<file path="src/rtl/rv32_wb_pkg.sv">
// Shared types for the register-file write-back path.
package rv32_wb_pkg;
    typedef logic [4:0]  reg_addr_t;
    typedef logic [31:0] word_t;

    typedef struct packed {
        reg_addr_t rd;
        word_t     data;
    } wb_entry_t;

    typedef enum logic [1:0] {WB_IDLE, WB_SETUP, WB_STROBE} wb_state_t;
endpackage

</file>
<file path="src/rtl/wb_fifo.sv">
// Small FIFO of write-back entries; push is ignored when full, pop when empty.
module wb_fifo import rv32_wb_pkg::*; #(
    parameter int DEPTH = 2
) (
    input  logic      clk,
    input  logic      reset,
    input  logic      push_i,
    input  wb_entry_t push_data_i,
    input  logic      pop_i,
    output wb_entry_t head_o,
    output logic      full_o,
    output logic      empty_o
);
    localparam int AW = (DEPTH > 1) ? $clog2(DEPTH) : 1;

    wb_entry_t     mem_q [DEPTH];
    logic [AW-1:0] rd_ptr_q, wr_ptr_q;
    logic [AW:0]   count_q;
    logic          do_push, do_pop;

    assign full_o  = (count_q == (AW+1)'(DEPTH));
    assign empty_o = (count_q == '0);
    assign do_push = push_i && !full_o;
    assign do_pop  = pop_i && !empty_o;
    assign head_o  = mem_q[rd_ptr_q];

    // Pointers wrap naturally because DEPTH is a power of two.
    always_ff @(posedge clk or posedge reset) begin
        if (reset) begin
            rd_ptr_q <= '0;
            wr_ptr_q <= '0;
            count_q  <= '0;
        end else begin
            if (do_push) wr_ptr_q <= wr_ptr_q + 1'b1;
            if (do_pop)  rd_ptr_q <= rd_ptr_q + 1'b1;
            case ({do_push, do_pop})
                2'b10:   count_q <= count_q + 1'b1;
                2'b01:   count_q <= count_q - 1'b1;
                default: count_q <= count_q;
            endcase
        end
    end

    always_ff @(posedge clk) begin
        if (do_push) mem_q[wr_ptr_q] <= push_data_i;
    end
endmodule

</file>
<file path="src/rtl/regfile_wb_sequencer.sv">
// Arbitrates ALU/LSU results into setup-then-strobe register-file writes and
// tracks pending destinations for hazard detection.
module regfile_wb_sequencer import rv32_wb_pkg::*; #(
    parameter int FIFO_DEPTH = 2,
    parameter int MAX_WAIT   = 4
) (
    input  logic        clk,
    input  logic        reset,
    input  logic        alu_valid,
    input  reg_addr_t   alu_rd,
    input  word_t       alu_data,
    output logic        alu_ready,
    input  logic        lsu_valid,
    input  reg_addr_t   lsu_rd,
    input  word_t       lsu_data,
    output logic        lsu_ready,
    input  logic        issue_valid,
    input  reg_addr_t   issue_rd,
    output logic [31:0] busy_mask,
    output logic        rf_wr_en,
    output reg_addr_t   rf_wr_addr,
    output word_t       rf_wr_data
);
    localparam int WW = $clog2(MAX_WAIT + 1);

    wb_state_t   state_q, state_d;
    logic        wr_en_q, wr_en_d;
    reg_addr_t   addr_q, addr_d;
    word_t       data_q, data_d;
    logic [WW-1:0] wait_q, wait_d;
    logic [31:0] busy_q, busy_d;

    wb_entry_t alu_head, lsu_head;
    logic      alu_full, alu_empty, lsu_full, lsu_empty;
    logic      alu_wr, lsu_wr, pop_pt, grant_alu, grant_lsu, alu_pop, lsu_pop;

    wb_fifo #(.DEPTH(FIFO_DEPTH)) u_alu_fifo (
        .clk(clk), .reset(reset),
        .push_i(alu_valid), .push_data_i('{rd: alu_rd, data: alu_data}),
        .pop_i(alu_pop), .head_o(alu_head), .full_o(alu_full), .empty_o(alu_empty)
    );

    wb_fifo #(.DEPTH(FIFO_DEPTH)) u_lsu_fifo (
        .clk(clk), .reset(reset),
        .push_i(lsu_valid), .push_data_i('{rd: lsu_rd, data: lsu_data}),
        .pop_i(lsu_pop), .head_o(lsu_head), .full_o(lsu_full), .empty_o(lsu_empty)
    );

    assign alu_ready = !alu_full;
    assign lsu_ready = !lsu_full;

    // Heads targeting x0 are discarded at pop points without taking a write slot.
    assign alu_wr    = !alu_empty && (alu_head.rd != '0);
    assign lsu_wr    = !lsu_empty && (lsu_head.rd != '0);
    assign pop_pt    = (state_q != WB_SETUP);
    assign grant_alu = pop_pt && alu_wr && (!lsu_wr || wait_q == WW'(MAX_WAIT));
    assign grant_lsu = pop_pt && lsu_wr && !grant_alu;
    assign alu_pop   = pop_pt && !alu_empty && ((alu_head.rd == '0) || grant_alu);
    assign lsu_pop   = pop_pt && !lsu_empty && ((lsu_head.rd == '0) || grant_lsu);

    always_comb begin
        state_d = state_q;
        wr_en_d = 1'b0;
        addr_d  = addr_q;
        data_d  = data_q;
        wait_d  = wait_q;
        case (state_q)
            WB_SETUP: begin
                state_d = WB_STROBE;
                wr_en_d = 1'b1;
            end
            WB_IDLE, WB_STROBE: begin
                if (grant_alu || grant_lsu) begin
                    state_d = WB_SETUP;
                    addr_d  = grant_alu ? alu_head.rd   : lsu_head.rd;
                    data_d  = grant_alu ? alu_head.data : lsu_head.data;
                end else begin
                    state_d = WB_IDLE;
                end
                if (!alu_wr || grant_alu)
                    wait_d = '0;
                else if (wait_q != WW'(MAX_WAIT))
                    wait_d = wait_q + 1'b1;
            end
            default: state_d = WB_IDLE;
        endcase
    end

    // A new issue to the register being retired this cycle keeps it busy.
    always_comb begin
        busy_d = busy_q;
        if (state_q == WB_STROBE) busy_d[addr_q] = 1'b0;
        if (issue_valid && issue_rd != '0) busy_d[issue_rd] = 1'b1;
        busy_d[0] = 1'b0;
    end

    always_ff @(posedge clk or posedge reset) begin
        if (reset) begin
            state_q <= WB_IDLE;
            wr_en_q <= 1'b0;
            addr_q  <= '0;
            data_q  <= '0;
            wait_q  <= '0;
            busy_q  <= '0;
        end else begin
            state_q <= state_d;
            wr_en_q <= wr_en_d;
            addr_q  <= addr_d;
            data_q  <= data_d;
            wait_q  <= wait_d;
            busy_q  <= busy_d;
        end
    end

    assign busy_mask  = busy_q;
    assign rf_wr_en   = wr_en_q;
    assign rf_wr_addr = addr_q;
    assign rf_wr_data = data_q;
endmodule

</file>
<file path="config.mk">
export PLATFORM = sky130hd
export DESIGN_NAME = regfile_wb_sequencer
export DESIGN_NICKNAME = d
export VERILOG_FILES = /design/src/rtl/rv32_wb_pkg.sv /design/src/rtl/wb_fifo.sv /design/src/rtl/regfile_wb_sequencer.sv
export SDC_FILE = /design/constraint.sdc
export NUM_CORES = 1
export LEC_CHECK = 0
export ABC_AREA = 1
export BUFFER_PORTS_ARGS = -buffer_cell sky130_fd_sc_hd__buf_2
export CAP_MARGIN = 10
export CORE_MARGIN = 2
export CORE_UTILIZATION = 55
export DETAILED_ROUTE_END_ITERATION = 10
export HOLD_SLACK_MARGIN = 0.15
export PLACE_DENSITY = 0.77
export SLEW_MARGIN = 20
export SYNTH_ARGS = -nofsm -noshare
export SYNTH_HDL_FRONTEND = slang
export SYNTH_SLANG_ARGS = --single-unit
</file>
<file path="constraint.sdc">
create_clock -name clk -period 6.65 [get_ports clk]
set_input_delay 1.33 -clock clk [delete_from_list [all_inputs] [get_ports clk]]
set_output_delay 1.33 -clock clk [all_outputs]
set_load 0.01 [all_outputs]
</file>
Word level (Yosys, flattened, before mapping)
Memories as Yosys holds them, arrays and structs flattened. Cells that the tools add are included.

Reduce and logical (&&, ||, !) cells: 43. Equality and inequality tests: 11. Bitwise logic cells: 3. Multiplexer cells: 19. Add/sub/neg operators: 9. Order comparisons: 4.

Operators with widths (number): 2-to-1 mux 32 bit (3); bitwise AND 32 bit (1); NOT 32 bit (1); OR 32 bit (1); logical AND 1 bit (17); nonzero test 5 bit (3); < comparator 5 x 6 -> 1 bit, second input constant (2); case mux 2 bit (2 select lines) (3); demux 1 bit (select 5 bit) (2); == test 2 bit, second input constant (5); greater-or-equal comparator 5 x 1 -> 1 bit, second input constant (2); logical NOT 5 bit (2); 2-to-1 mux 1 bit (8); logical NOT 1 bit (7); == test 2 x 1 -> 1 bit, second input constant (3); logical NOT 2 bit (3); 2-to-1 mux 3 bit (2); nonzero test 2 bit (3); logical OR 1 bit (5); 2-to-1 mux 5 bit (1); adder 1 bit, second input constant (4); adder 2 x 1 -> 2 bit, second input constant (2); AND reduction 2 bit (2); subtractor 2 x 1 -> 2 bit, second input constant (2); 5 further kinds (5).

Memories kept: 2. Bits in writable memories: 148. Output and inout bits: 72. Input port bits: 84. Register bits after elaboration: 82.

Memory list: u_alu_fifo.mem_q (words 2, bits a word 37, rd ports 1, clocked after Yosys merged registers in 0, write ports 1, RTL line wb_fifo.sv:16) `wb_entry_t mem_q [DEPTH];`; u_lsu_fifo.mem_q (words 2, bits a word 37, rd ports 1, clocked after Yosys merged registers in 0, write ports 1, RTL line wb_fifo.sv:16).

Logic depth before layout (Yosys ltp)
Gate-level depths: netlist of the first run.

Depth in word-level cells: 13. Gate-level depth with buffers: 15.

Cells and area by module
From an unflattened synthesis of the first run, not the netlist that was laid out.

Cells, all modules: 928. Area, all modules: 9718.1 um^2.

By module, submodules not included: wb_fifo (cells each 226, seq. area each 2322.2 um^2, area each 2985.4 um^2, times used 2); regfile_wb_sequencer (cells each 476, seq. area each 1826.8 um^2, area each 3747.3 um^2, times used 1).

Worst setup path after synthesis of the first run
Ideal clock, no wire load.

Path kind: input to register. Start: input port alu_valid. End: memory u_alu_fifo.mem_q[1][0] (netlist bit) (enable). Setup time: 0.433 ns. Path slack: 3.210 ns. Cell stages on the path: 2. Data required time: 6.217 ns. Buffers on the path: 0. Arrival time: 3.007 ns. Cell sequence: nand2_1 -> nor2_1.

Longest elaborated chain between the ends: 3.

Ends and longest elaborated chain: start: declaration (RTL line regfile_wb_sequencer.sv:9) `input logic alu_valid,`; logical AND 1 bit (RTL line wb_fifo.sv:23) `assign do_push = push_i && !full_o;`; 2-to-1 mux 1 bit (RTL line wb_fifo.sv:45) `if (do_push) mem_q[wr_ptr_q] <= push_data_i;`; 2-to-1 mux 1 bit (implied by the code) (RTL line wb_fifo.sv:45); end: declaration (RTL line wb_fifo.sv:16).

No other way between the ends.

Worst setup path after layout of the first run
Start: register u_lsu_fifo.rd_ptr_q. End: register data_q[0], in the netlist rf_wr_data[0].

Longest elaborated chain between the ends: 10.

Ends and longest elaborated chain: start: declaration (RTL line wb_fifo.sv:17) `logic [AW-1:0] rd_ptr_q, wr_ptr_q;`; start signal: assignment (RTL line wb_fifo.sv:35) `if (do_pop) rd_ptr_q <= rd_ptr_q + 1'b1;`; memory (2 x 37 bit) *; nonzero test 5 bit (RTL line regfile_wb_sequencer.sv:54) `assign lsu_wr = !lsu_empty && (lsu_head.rd != '0);`; logical AND 1 bit (RTL line regfile_wb_sequencer.sv:54); logical NOT 1 bit (RTL line regfile_wb_sequencer.sv:56) `assign grant_alu = pop_pt && alu_wr && (!lsu_wr || wait_q == WW'(MAX_WAIT));`; logical OR 1 bit (RTL line regfile_wb_sequencer.sv:56); logical AND 1 bit (RTL line regfile_wb_sequencer.sv:56); logical NOT 1 bit (RTL line regfile_wb_sequencer.sv:57) `assign grant_lsu = pop_pt && lsu_wr && !grant_alu;`; logical AND 1 bit (RTL line regfile_wb_sequencer.sv:57); logical OR 1 bit (RTL line regfile_wb_sequencer.sv:73) `if (grant_alu || grant_lsu) begin`; AND reduction 2 bit (no source line); end signal: assignment (RTL line regfile_wb_sequencer.sv:109) `data_q <= data_d;`; end: declaration (RTL line regfile_wb_sequencer.sv:29) `word_t data_q, data_d;`.

Mark *: on every way between the ends. The rest lies on a longest branch, timed or not. A chain may end at the register's enable or synchronous reset.

==> reports/metrics.cfg, run 1 <==
[sta]
fin_worst_skew_ns = 0.0134
setup_viol = 0
finalHoldViolCount = 0
finalMaxSlewViolations = 0
rsz0062_at_grt = no
relSlewSlack_pct = 35.7
finalWorstSetupSlack_ns = 2.84
whs_ns = 0.472
worst_pin_slew_ns = 0.962
post-route-period-util_pct = 57.3
period_minus_slack_ns = 3.81
tns_ns = 0
max_freq_mhz = 262

[clocking]
clockBufferDepth = 3
clk_pin_slew_ns = 0.06
cts_hold_buf = 0
post_cts_buffers = 0
cts.sinks = 229
cts-root-buf = clkbuf_16
clk_latency_ns = 0.50
cts_tree = built
h-tree-depth = 1
cts_buffers = 23
cts-resized-gates = 0

[yosys]
synthArstFlopShare_pct = 35.4
mappedNetlistArea_mm2 = 0.00932
synth-seq-area-share_pct = 69.5
synth_mux_area_share_pct = 0
syn-instance-count = 885
postSynthNetCount = 973
synth_area_leaders = edfxtp_1 48%, dfrtp_1 22%, nand2_1 17%, o21ai_0 3.4%, nand3_1 3.3%
synth_adder_area_share_pct = 0.537
synth.cells.most_frequent = 419 x nand2_1, 148 x edfxtp_1, 81 x dfrtp_1
yosys.area_share.simple_pct = 21.8
synth-compound-area-share_pct = 3.99
synth_ff_type = edfxtp_1
synth_area_leader_cell = edfxtp_1
ys_warn_count = 0
yosysUniqueCellTypes = 26
synth-seq-cells = 229
synth_xor_area_share_pct = 0.564
synth.avg_cell_area_um2 = 10.5
yosysMostFrequentCell = nand2_1
synth_top_family_by_area = simple AND/OR/NAND/NOR gates
yosys.area.top_type_share_pct = 47.7
synth_edf_count = 148

[placed_design]
preCtsSetupSlack_ns = 2.96
globalplace.congestion = 0.857
dp_hpwl_um = 13400
io_buffers = 154
placed_cell_area_mm2 = 0.0103

[floorplan]
fp.dieH_um = 134
initial_core_util_pct = 56.2
dieWidth_um = 134
dieArea_mm2 = 0.0180
ioPinCount = 156
fp-row-count = 47
core-area_mm2 = 0.0166

[critical_path]
path_max_fanout = 40
cp_slowest_cell = nand2_2
crit_buf_inv = 2
endpoint_kind = flip-flop
crit_top_cell = nand2_1
cp-start-kind = flip-flop
cp_cell_sequence = buf_4, inv_2, or2_1, o21ai_1, nand3_2, nand3_2, nand2_2, nand2_1, nand2_1, nand2_1, nand2_1
path_delay_family = simple AND/OR/NAND/NOR gates
critPathMaxStageDelay_ns = 1.00
required_ns = 7.08
worst-setup-path-type = flip-flop to flip-flop
critical_path_arrival_ns = 4.24

[routing]
finalWirelength_um = 21200
routedWlPerCell_um = 16.6
ant_nets = 0
dr_wl_met2_um = 10300
met1Wirelength_um = 8730
wl_met3_um = 1500
dr.first_iter.drc_count = 556
top_layer_used = met4
vias = 6817
drc_errors = 0
dr.pass1.iters = 5
vias_per_cell = 5.35

[global_routing]
grt_max_degree = 82
overflow = 0
grt_pass1_vias = 6617
grt_pass1_wl_um = 33400
antenna_found_initial = 1
grtUsageTotal_pct = 24.0

[job]
drv_cap = 0

[layout]
nFillCells = 1272
nets = 1126
multiInputGateArea_mm2 = 0.00253
fin_util_pct = 66.7
layout-drive-gt1-share_pct = 20.2
area_delta_synth_final_pct = 18.8
seq_area_mm2 = 0.00647
final_area_mm2 = 0.0111

[power]
power_density_mw_per_mm2 = 496
p_leak_uw = 0.00501
ir_worst_vdd_mv = 0.239

[min_path]
hold_path.class = flip-flop to flip-flop

[outcome]
status = completed

==> registers in the layout, summed over array words and instances, names as in the netlist <==
| name | flops |
|---|---|
| busy_mask | 31 |
| rf_wr_addr | 5 |
| u_lsu_fifo.mem_q | 74 |
| wait_q | 3 |
| u_lsu_fifo.wr_ptr_q | 1 |
| u_alu_fifo.mem_q | 74 |
| state_q | 2 |
| u_alu_fifo.count_q | 2 |
| u_lsu_fifo.count_q | 2 |
| u_lsu_fifo.rd_ptr_q | 1 |
| u_alu_fifo.wr_ptr_q | 1 |
| u_alu_fifo.rd_ptr_q | 1 |
| rf_wr_data | 32 |
==> cells in the final DEF, fill, tap and decap left out, types with 13 or more instances in the layout <==
cell type	netlist	routed
dfrtp_1	81	81
buf_2	11	154
nor2_1	17	13
nand3_1	61	61
clkbuf_16	0	23
edfxtp_1	148	148
inv_1	27	26
o21ai_0	64	64
nand2_1	419	419
==> routing by layer <==
metal,vias to the layer above,GRT usage (%)
met3,54,3.82
met4,0,9.12
met5,-,0
li1,3229,-
met2,290,39.6
met1,3244,32.5
==> worst paths after layout <==
check	start	endpoint	slack, ns	cells after the start
max in group asynchronous	reset	rf_wr_data[0]$_DFFE_PP0P_	5.09	3
min in group asynchronous	reset	u_lsu_fifo.wr_ptr_q$_DFFE_PP0P_	1.04	3
worst min register to register	rf_wr_data[29]$_DFFE_PP0P_	rf_wr_data[29]$_DFFE_PP0P_	0.47	2
worst max register to register	u_lsu_fifo.rd_ptr_q$_DFFE_PP0P_	rf_wr_data[0]$_DFFE_PP0P_	2.84	11
worst min-delay path	rf_wr_data[29]$_DFFE_PP0P_	rf_wr_data[29]$_DFFE_PP0P_	0.47	2
worst max-delay path	u_lsu_fifo.rd_ptr_q$_DFFE_PP0P_	rf_wr_data[0]$_DFFE_PP0P_	2.84	11
==> worst min-delay path, cell delays in order (launching register included) <==
cell and delay (ns):
dfrtp_1 0.34, nand2_1 0.05, nand2_1 0.05
==> kinds of logic (layout without fill, tap and decap cells) <==
| kind of cell | after synthesis | in the layout |
|---|---|---|
| xor+xnor | 6 | 6 |
| simple gates | 508 | 508 |
| buf+inv | 65 | 234 |
| flops | 229 | 229 |
| other cells | 1 | 2 |
| fa+ha+maj | 4 | 4 |
| compound gates | 72 | 72 |
==> final cells by class <==
class,instances,share of cell area [%]
Clock buffer,32,5.87
Multi-Input combinational cell,591,22.9
Timing Repair Buffer,163,8.15
Inverter,30,1.05
Antenna cell,1,0.0226
Tap cell,220,2.49
Clock inverter,9,1.06
Sequential cell,229,58.5
==> report_power, final <==
group,leakage (uW),total [uW],internal (uW),switching (uW)
logic,0.00234,1990,618,1370
registers,0.00229,2190,1990,201
clock network,0.000379,1310,795,511
total,0.00501,5490,3400,2080
==> metrics by stage <==
| stage | total power [uW] | cells |
|---|---|---|
| 2_1_floorplan | 3590 | 885 |
| 3_3_place_gp | 4090 | 1230 |
| 3_5_place_dp | 4190 | 1233 |
| 4_1_cts | 5510 | 1274 |
| 5_1_grt | 5850 | 1275 |
| 6_report | 5490 | 1275 |
(Power assumes the default switching activity.)
==> inputs of run 2 (changes only) <==
--- a/config.mk
+++ b/config.mk
@@ -5,14 +5,14 @@
 export SDC_FILE = /design/constraint.sdc
 export NUM_CORES = 1
 export LEC_CHECK = 0
-export ABC_AREA = 1
+export ABC_AREA = 0
 export BUFFER_PORTS_ARGS = -buffer_cell sky130_fd_sc_hd__buf_2
 export CAP_MARGIN = 10
 export CORE_MARGIN = 2
-export CORE_UTILIZATION = 55
+export CORE_UTILIZATION = 50
 export DETAILED_ROUTE_END_ITERATION = 10
 export HOLD_SLACK_MARGIN = 0.15
-export PLACE_DENSITY = 0.77
+export PLACE_DENSITY = 0.74
 export SLEW_MARGIN = 20
 export SYNTH_ARGS = -nofsm -noshare
 export SYNTH_HDL_FRONTEND = slang
==> constraint.sdc (replaced) <==
create_clock -name clk -period 3.1 [get_ports clk]
set_input_delay 0.62 -clock clk [delete_from_list [all_inputs] [get_ports clk]]
set_output_delay 0.62 -clock clk [all_outputs]
set_load 0.01 [all_outputs]
==> run 2 against run 1 <==
  * Critical path depth fell by 5
  * First-iteration DRC count fell by 38%
  * Largest cell class unchanged
  * Critical endpoint is now rf_wr_data[3]$_DFFE_PP0P_
  * Design area fell by 1.9%
==> reports/metrics.cfg, run 2 <==
[outcome]
status = completed

[clocking]
clk_latency_ns = 0.52
cts.sinks = 229
clk_pin_slew_ns = 0.06
post_cts_buffers = 0
cts-resized-gates = 0
cts_hold_buf = 0
cts-root-buf = clkbuf_16
cts_tree = built
clockBufferDepth = 3
cts_buffers = 24
h-tree-depth = 1

[global_routing]
grt_pass1_vias = 6038
grtUsageTotal_pct = 20.9
grt_pass1_wl_um = 31800
overflow = 0
antenna_found_initial = 4
grt_max_degree = 46

[yosys]
synth_area_leader_cell = edfxtp_1
synth-seq-cells = 229
synthArstFlopShare_pct = 35.4
synth.cells.most_frequent = 148 x edfxtp_1, 81 x dfrtp_1, 74 x mux2i_1
synth_ff_type = edfxtp_1
postSynthNetCount = 689
yosysMostFrequentCell = edfxtp_1
yosysUniqueCellTypes = 44
synth.avg_cell_area_um2 = 15.0
synth-seq-area-share_pct = 71.6
synth_edf_count = 148
yosys.area.top_type_share_pct = 49.2
synth_area_leaders = edfxtp_1 49%, dfrtp_1 22%, mux2i_1 8.2%, a22o_1 3.6%, o21ai_0 3.5%
syn-instance-count = 601
ys_warn_count = 0
mappedNetlistArea_mm2 = 0.00904

[sta]
period_minus_slack_ns = 2.43
finalMaxSlewViolations = 0
max_freq_mhz = 411
tns_ns = 0
fin_worst_skew_ns = 0.0147
worst_pin_slew_ns = 0.778
setup_viol = 0
relSlewSlack_pct = 48.0
rsz0062_at_grt = no
finalHoldViolCount = 0
post-route-period-util_pct = 78.5

[critical_path]
path_max_fanout = 45
critical_path_arrival_ns = 2.83
endpoint_kind = flip-flop
worst-setup-path-type = flip-flop to flip-flop
cp-start-kind = flip-flop
required_ns = 3.50
reg2reg_depth = 6

[routing]
drc_errors = 0
dr.first_iter.drc_count = 345
finalWirelength_um = 20500
vias = 5786
vias_per_cell = 5.72
routedWlPerCell_um = 20.3
dr.pass1.iters = 5
ant_nets = 0

[placed_design]
globalplace.congestion = 0.856
dp_hpwl_um = 13200
io_buffers = 154

[power]
ir_worst_vdd_mv = 0.682
total_power_uw = 12000
switchingPower_uw = 4230
power_density_mw_per_mm2 = 1100
power.share.clock_pct = 23.1
switching_share_pct = 35.4
p_int_uw = 7730
comb_power_share_pct = 35.2
p_leak_uw = 0.00439
pwr-share-seq_pct = 41.7

[floorplan]
fp.dieH_um = 138
core-area_mm2 = 0.0178
fp-row-count = 49
dieArea_mm2 = 0.0192
initial_core_util_pct = 50.6
dieWidth_um = 138
ioPinCount = 156

[layout]
layout-drive-gt1-share_pct = 28.8
nets = 852
final_cell_mix = 154 x buf_2, 148 x edfxtp_1, 79 x dfrtp_1
final_common_cell = buf_2
area_delta_synth_final_pct = 20.2
nFillCells = 1357

[min_path]
hold_path.class = input port to asynchronous set/reset pin

[job]
drv_cap = 0

run 2: logic make-up (layout without fill, tap and decap cells):
group                    count (synthesis)  in the layout  synth area share, %
multiplexers                            74             74                 8.20
adder cells (fa/ha/maj)                  4              4                0.554
flip-flops                             229            229                 71.6
buffers and inverters                   36            216                 2.15
AND/OR/NAND/NOR                         97             97                 5.73
XOR/XNOR                                10             10                0.969
other                                    1              3               0.0415
AO/OA/AOI/OAI                          150            150                 10.7
run 2: path summary, 6_finish.rpt:
kind	endpoint	slack, ns	from
hold reg to reg	busy_mask[5]$_DFF_PP0_	0.51	busy_mask[5]$_DFF_PP0_
setup / recovery	rf_wr_data[3]$_DFFE_PP0P_	0.67	u_alu_fifo.rd_ptr_q$_DFFE_PP0P_
min in group clk	u_alu_fifo.mem_q[1][2]$_DFFE_PP_	0.29	alu_data[2]
setup reg to reg	rf_wr_data[3]$_DFFE_PP0P_	0.67	u_alu_fifo.rd_ptr_q$_DFFE_PP0P_
hold / removal	u_lsu_fifo.wr_ptr_q$_DFFE_PP0P_	0.19	reset
max in group asynchronous	busy_mask[12]$_DFF_PP0_	2.06	reset
run 2: critical path, cell delays in order (launching register included):
cell and delay [ns]:
dfrtp_2 0.70, nor3b_1 0.35, o22ai_2 0.22, a22oi_2 0.22, buf_4 0.46, a21oi_1 0.12
a22o_1 0.23
run 2: metrics by stage:
step           setup slack [ns]  utilization [%]  cell area, um^2  hold WS (ns)  std cells
6_report                  0.665             60.9            10900         0.194       1012
5_1_grt                   0.483             60.8            10900         0.241       1011
4_1_cts                   0.621             60.7            10800         0.209       1009
3_5_place_dp              0.617             56.4            10100         0.489        966
3_3_place_gp              0.742             56.4            10100         0.479        966
2_1_floorplan             0.381                -             9040         0.461        601
run 2: layout make-up:
cell class	count	area (um^2)	area share, %
Sequential cell	229	6470	59.6
Multi-Input combinational cell	336	2390	22.0
Timing Repair Buffer	168	921	8.48
Clock buffer	31	627	5.77
Tap cell	229	287	2.64
Clock inverter	12	136	1.26
Inverter	5	20.0	0.184
Antenna cell	2	5.00	0.0461
run 2: power groups by stage:
| stage | logic (uW) | clock network (uW) | registers [uW] |
|---|---|---|---|
| CTS | 4190 | 2820 | 4970 |
| global route | 4630 | 2920 | 5090 |
| floorplan | 2930 | 0 | 4930 |
| finish | 4210 | 2760 | 4990 |
| global placement | 3970 | 0 | 4970 |
| detailed placement | 4180 | 0 | 5020 |
run 2: metal layers:
metal	vias up	routed length, um	track usage [%]
li1	2595	-	-
met1	2859	8270	26.6
met2	283	10100	35.5
met3	45	1590	4.68
met4	4	495	7.30
met5	-	27	0
==> inputs of run 3 (changes only) <==
==> constraint.sdc (replaced) <==
create_clock -name clk -period 2.1 [get_ports clk]
set_input_delay 0.42 -clock clk [delete_from_list [all_inputs] [get_ports clk]]
set_output_delay 0.42 -clock clk [all_outputs]
set_load 0.01 [all_outputs]
==> run 3 against run 2 <==
  * Combinational power increased by 77%
  * Wire length is 11% higher
  * Register-to-register slack got worse by 0.65 ns
  * Largest power group is now combinational logic
  * Design area rose by 10%
  * Via count grew 7.5%
  * Count of clock-buffer cells in the layout rose by 1
  * Sequential share of layout area decreased by 5.6 points
  * Core utilization up 6.3 points
  * Highest routed layer is now met4
  * Critical path depth up 2
  * Critical path type unchanged
  * Non-clock buffer count increased by 102
  * Clock skew is 0.0049 ns higher
  * Sequential power grew 44%
==> reports/metrics.cfg, run 3 (synthesized netlist as in run 2, its figures left out) <==
[routing]
vias = 6219
vias_per_cell = 5.58
ant_nets = 0
dr.pass1.iters = 4
finalWirelength_um = 22700
routedWlPerCell_um = 20.4
drc_errors = 0
dr.first_iter.drc_count = 371

[layout]
seq_area_mm2 = 0.00647
final_common_cell = buf_2
final_cell_mix = 154 x buf_2, 148 x edfxtp_1, 79 x dfrtp_1
final_cell_count_no_fill = 1114
nFillCells = 1205
area_delta_synth_final_pct = 32.7
nets = 954
layout-drive-gt1-share_pct = 29.4
multiInputGateArea_mm2 = 0.00244

[sta]
post-route-period-util_pct = 99.2
fin_worst_skew_ns = 0.0197
finalHoldViolCount = 0
setup_viol = 0
finalMaxSlewViolations = 0
period_minus_slack_ns = 2.08
max_freq_mhz = 480

[global_routing]
use_met2_pct = 39.4
grt_use_met3_pct = 4.19
grt_pass1_vias = 6438
globalRouteMet1Util_pct = 28.9
grt_max_degree = 52
overflow = 0
grt_pass1_wl_um = 34400
antenna_found_initial = 1
busiest_layer = met2
grtUsageTotal_pct = 22.6

[critical_path]
required_ns = 2.48
rr_endpoint = u_lsu_fifo.count_q[1]$_DFFE_PP0P_
rrSetupSlack_ns = 0.02
worst-setup-path-type = flip-flop to flip-flop
critical_path_arrival_ns = 2.47
r2r-start = u_lsu_fifo.rd_ptr_q$_DFFE_PP0P_
cp-start-kind = flip-flop
endpoint_kind = flip-flop
path_max_fanout = 6
reg2reg_depth = 8

[floorplan]
dieWidth_um = 138
fp.dieH_um = 138
ioPinCount = 156
core-area_mm2 = 0.0178
initial_core_util_pct = 50.6
dieArea_mm2 = 0.0192
fp-row-count = 49

[clocking]
cts_buffers = 24
cts.sinks = 229
cts-root-buf = clkbuf_16
clockBufferDepth = 3
clk_latency_ns = 0.52
cts_tree = built
h-tree-depth = 1
clk_pin_slew_ns = 0.06

[min_path]
hp-start = alu_valid
hold_path_end = u_alu_fifo.wr_ptr_q$_DFFE_PP0P_
hold_path.class = input port to flip-flop
holdPathStages = 3

[job]
drv_cap = 0

[power]
power_density_mw_per_mm2 = 1590
ir_worst_vdd_mv = 1.02
total_power_uw = 19100
p_leak_uw = 0.00492

[outcome]
status = completed

[placed_design]
io_buffers = 154
dp_hpwl_um = 13700
globalplace.congestion = 0.872
placed_cells = 983

-- run 3: changes by cell type in the layout (fill, tap and decap cells not counted), sizes merged --
cell / change
clkinvlp: -5
dlygate4sd3: +75
clkinv: +3
buf: +25
inv: +1
diode: -1
clkbuf: +3
bufinv: +1
-- run 3: worst max-delay path by stage --
| stage | from | to | cells past startpoint |
|---|---|---|---|
| final | u_lsu_fifo.rd_ptr_q$_DFFE_PP0P_ | u_lsu_fifo.count_q[1]$_DFFE_PP0P_ | 8 |
| after global routing | u_lsu_fifo.rd_ptr_q$_DFFE_PP0P_ | u_lsu_fifo.count_q[1]$_DFFE_PP0P_ | 7 |
| after CTS | u_lsu_fifo.rd_ptr_q$_DFFE_PP0P_ | u_lsu_fifo.count_q[1]$_DFFE_PP0P_ | 7 |
| after detailed placement | u_lsu_fifo.rd_ptr_q$_DFFE_PP0P_ | u_lsu_fifo.count_q[1]$_DFFE_PP0P_ | 7 |
| after global placement | u_lsu_fifo.rd_ptr_q$_DFFE_PP0P_ | u_lsu_fifo.count_q[1]$_DFFE_PP0P_ | 7 |
| after floorplan | u_lsu_fifo.count_q[0]$_DFFE_PP0P_ | u_lsu_fifo.mem_q[0][0]$_DFFE_PP_ | 3 |
-- run 3: per-stage QoR --
stage / setup slack (ns) / hold WS (ns) / TNS, ns / instance area [um^2] / utilization (%)
after floorplan: 0.00471 / 0.464 / 0 / 9050 / -
after global placement: 0.0207 / 0.480 / 0 / 10200 / 57.2
after detailed placement: 0.00491 / 0.482 / 0 / 10200 / 57.2
after CTS: 0.00457 / 0.281 / 0 / 11800 / 66.2
after global routing: -0.0791 / 0.313 / -2.01 / 12000 / 67.2
final: 0.0174 / 0.306 / 0 / 12000 / 67.2
-- run 3: layout make-up --
cell class                      count  area share (%)
Inverter                            5           0.188
Multi-Input combinational cell    336            20.3
Clock inverter                     12            1.16
Timing Repair Buffer              270            16.0
Tap cell                          229            2.39
Sequential cell                   229            54.0
Antenna cell                        1          0.0209
Clock buffer                       32            5.86
-- run 3: timing repair --
action                                  CTS  global route
endpoints found under the setup margin    1            39
pin swaps                                 0             6
hold buffers                             75             0
gates cloned                              0             3
gates resized for setup                   0            12
setup buffers                             2             6
hold endpoints to repair                165             0
-- run 3: critical path, cell delays in order, from the launching register on --
cell and delay, ns:
dfrtp_2 0.46, nor3b_2 0.19, o22a_2 0.23, o211a_4 0.28, a211oi_4 0.28, ha_4 0.18
xnor2_1 0.14, nor2_2 0.05, xor2_1 0.14
-- run 3: power by group --
part	internal, uW	total (uW)	switching [uW]
Combinational	3320	7470	4160
Sequential	6380	7180	791
Clock	2720	4430	1710
-- run 3: routing by layer --
| metal | share of wire (%) | up-vias |
|---|---|---|
| met1 | 40 | 3107 |
| met2 | 51 | 259 |
| met3 | 6.2 | 49 |
| met5 | 0 | - |
| li1 | - | 2804 |
| met4 | 2.5 | 0 |
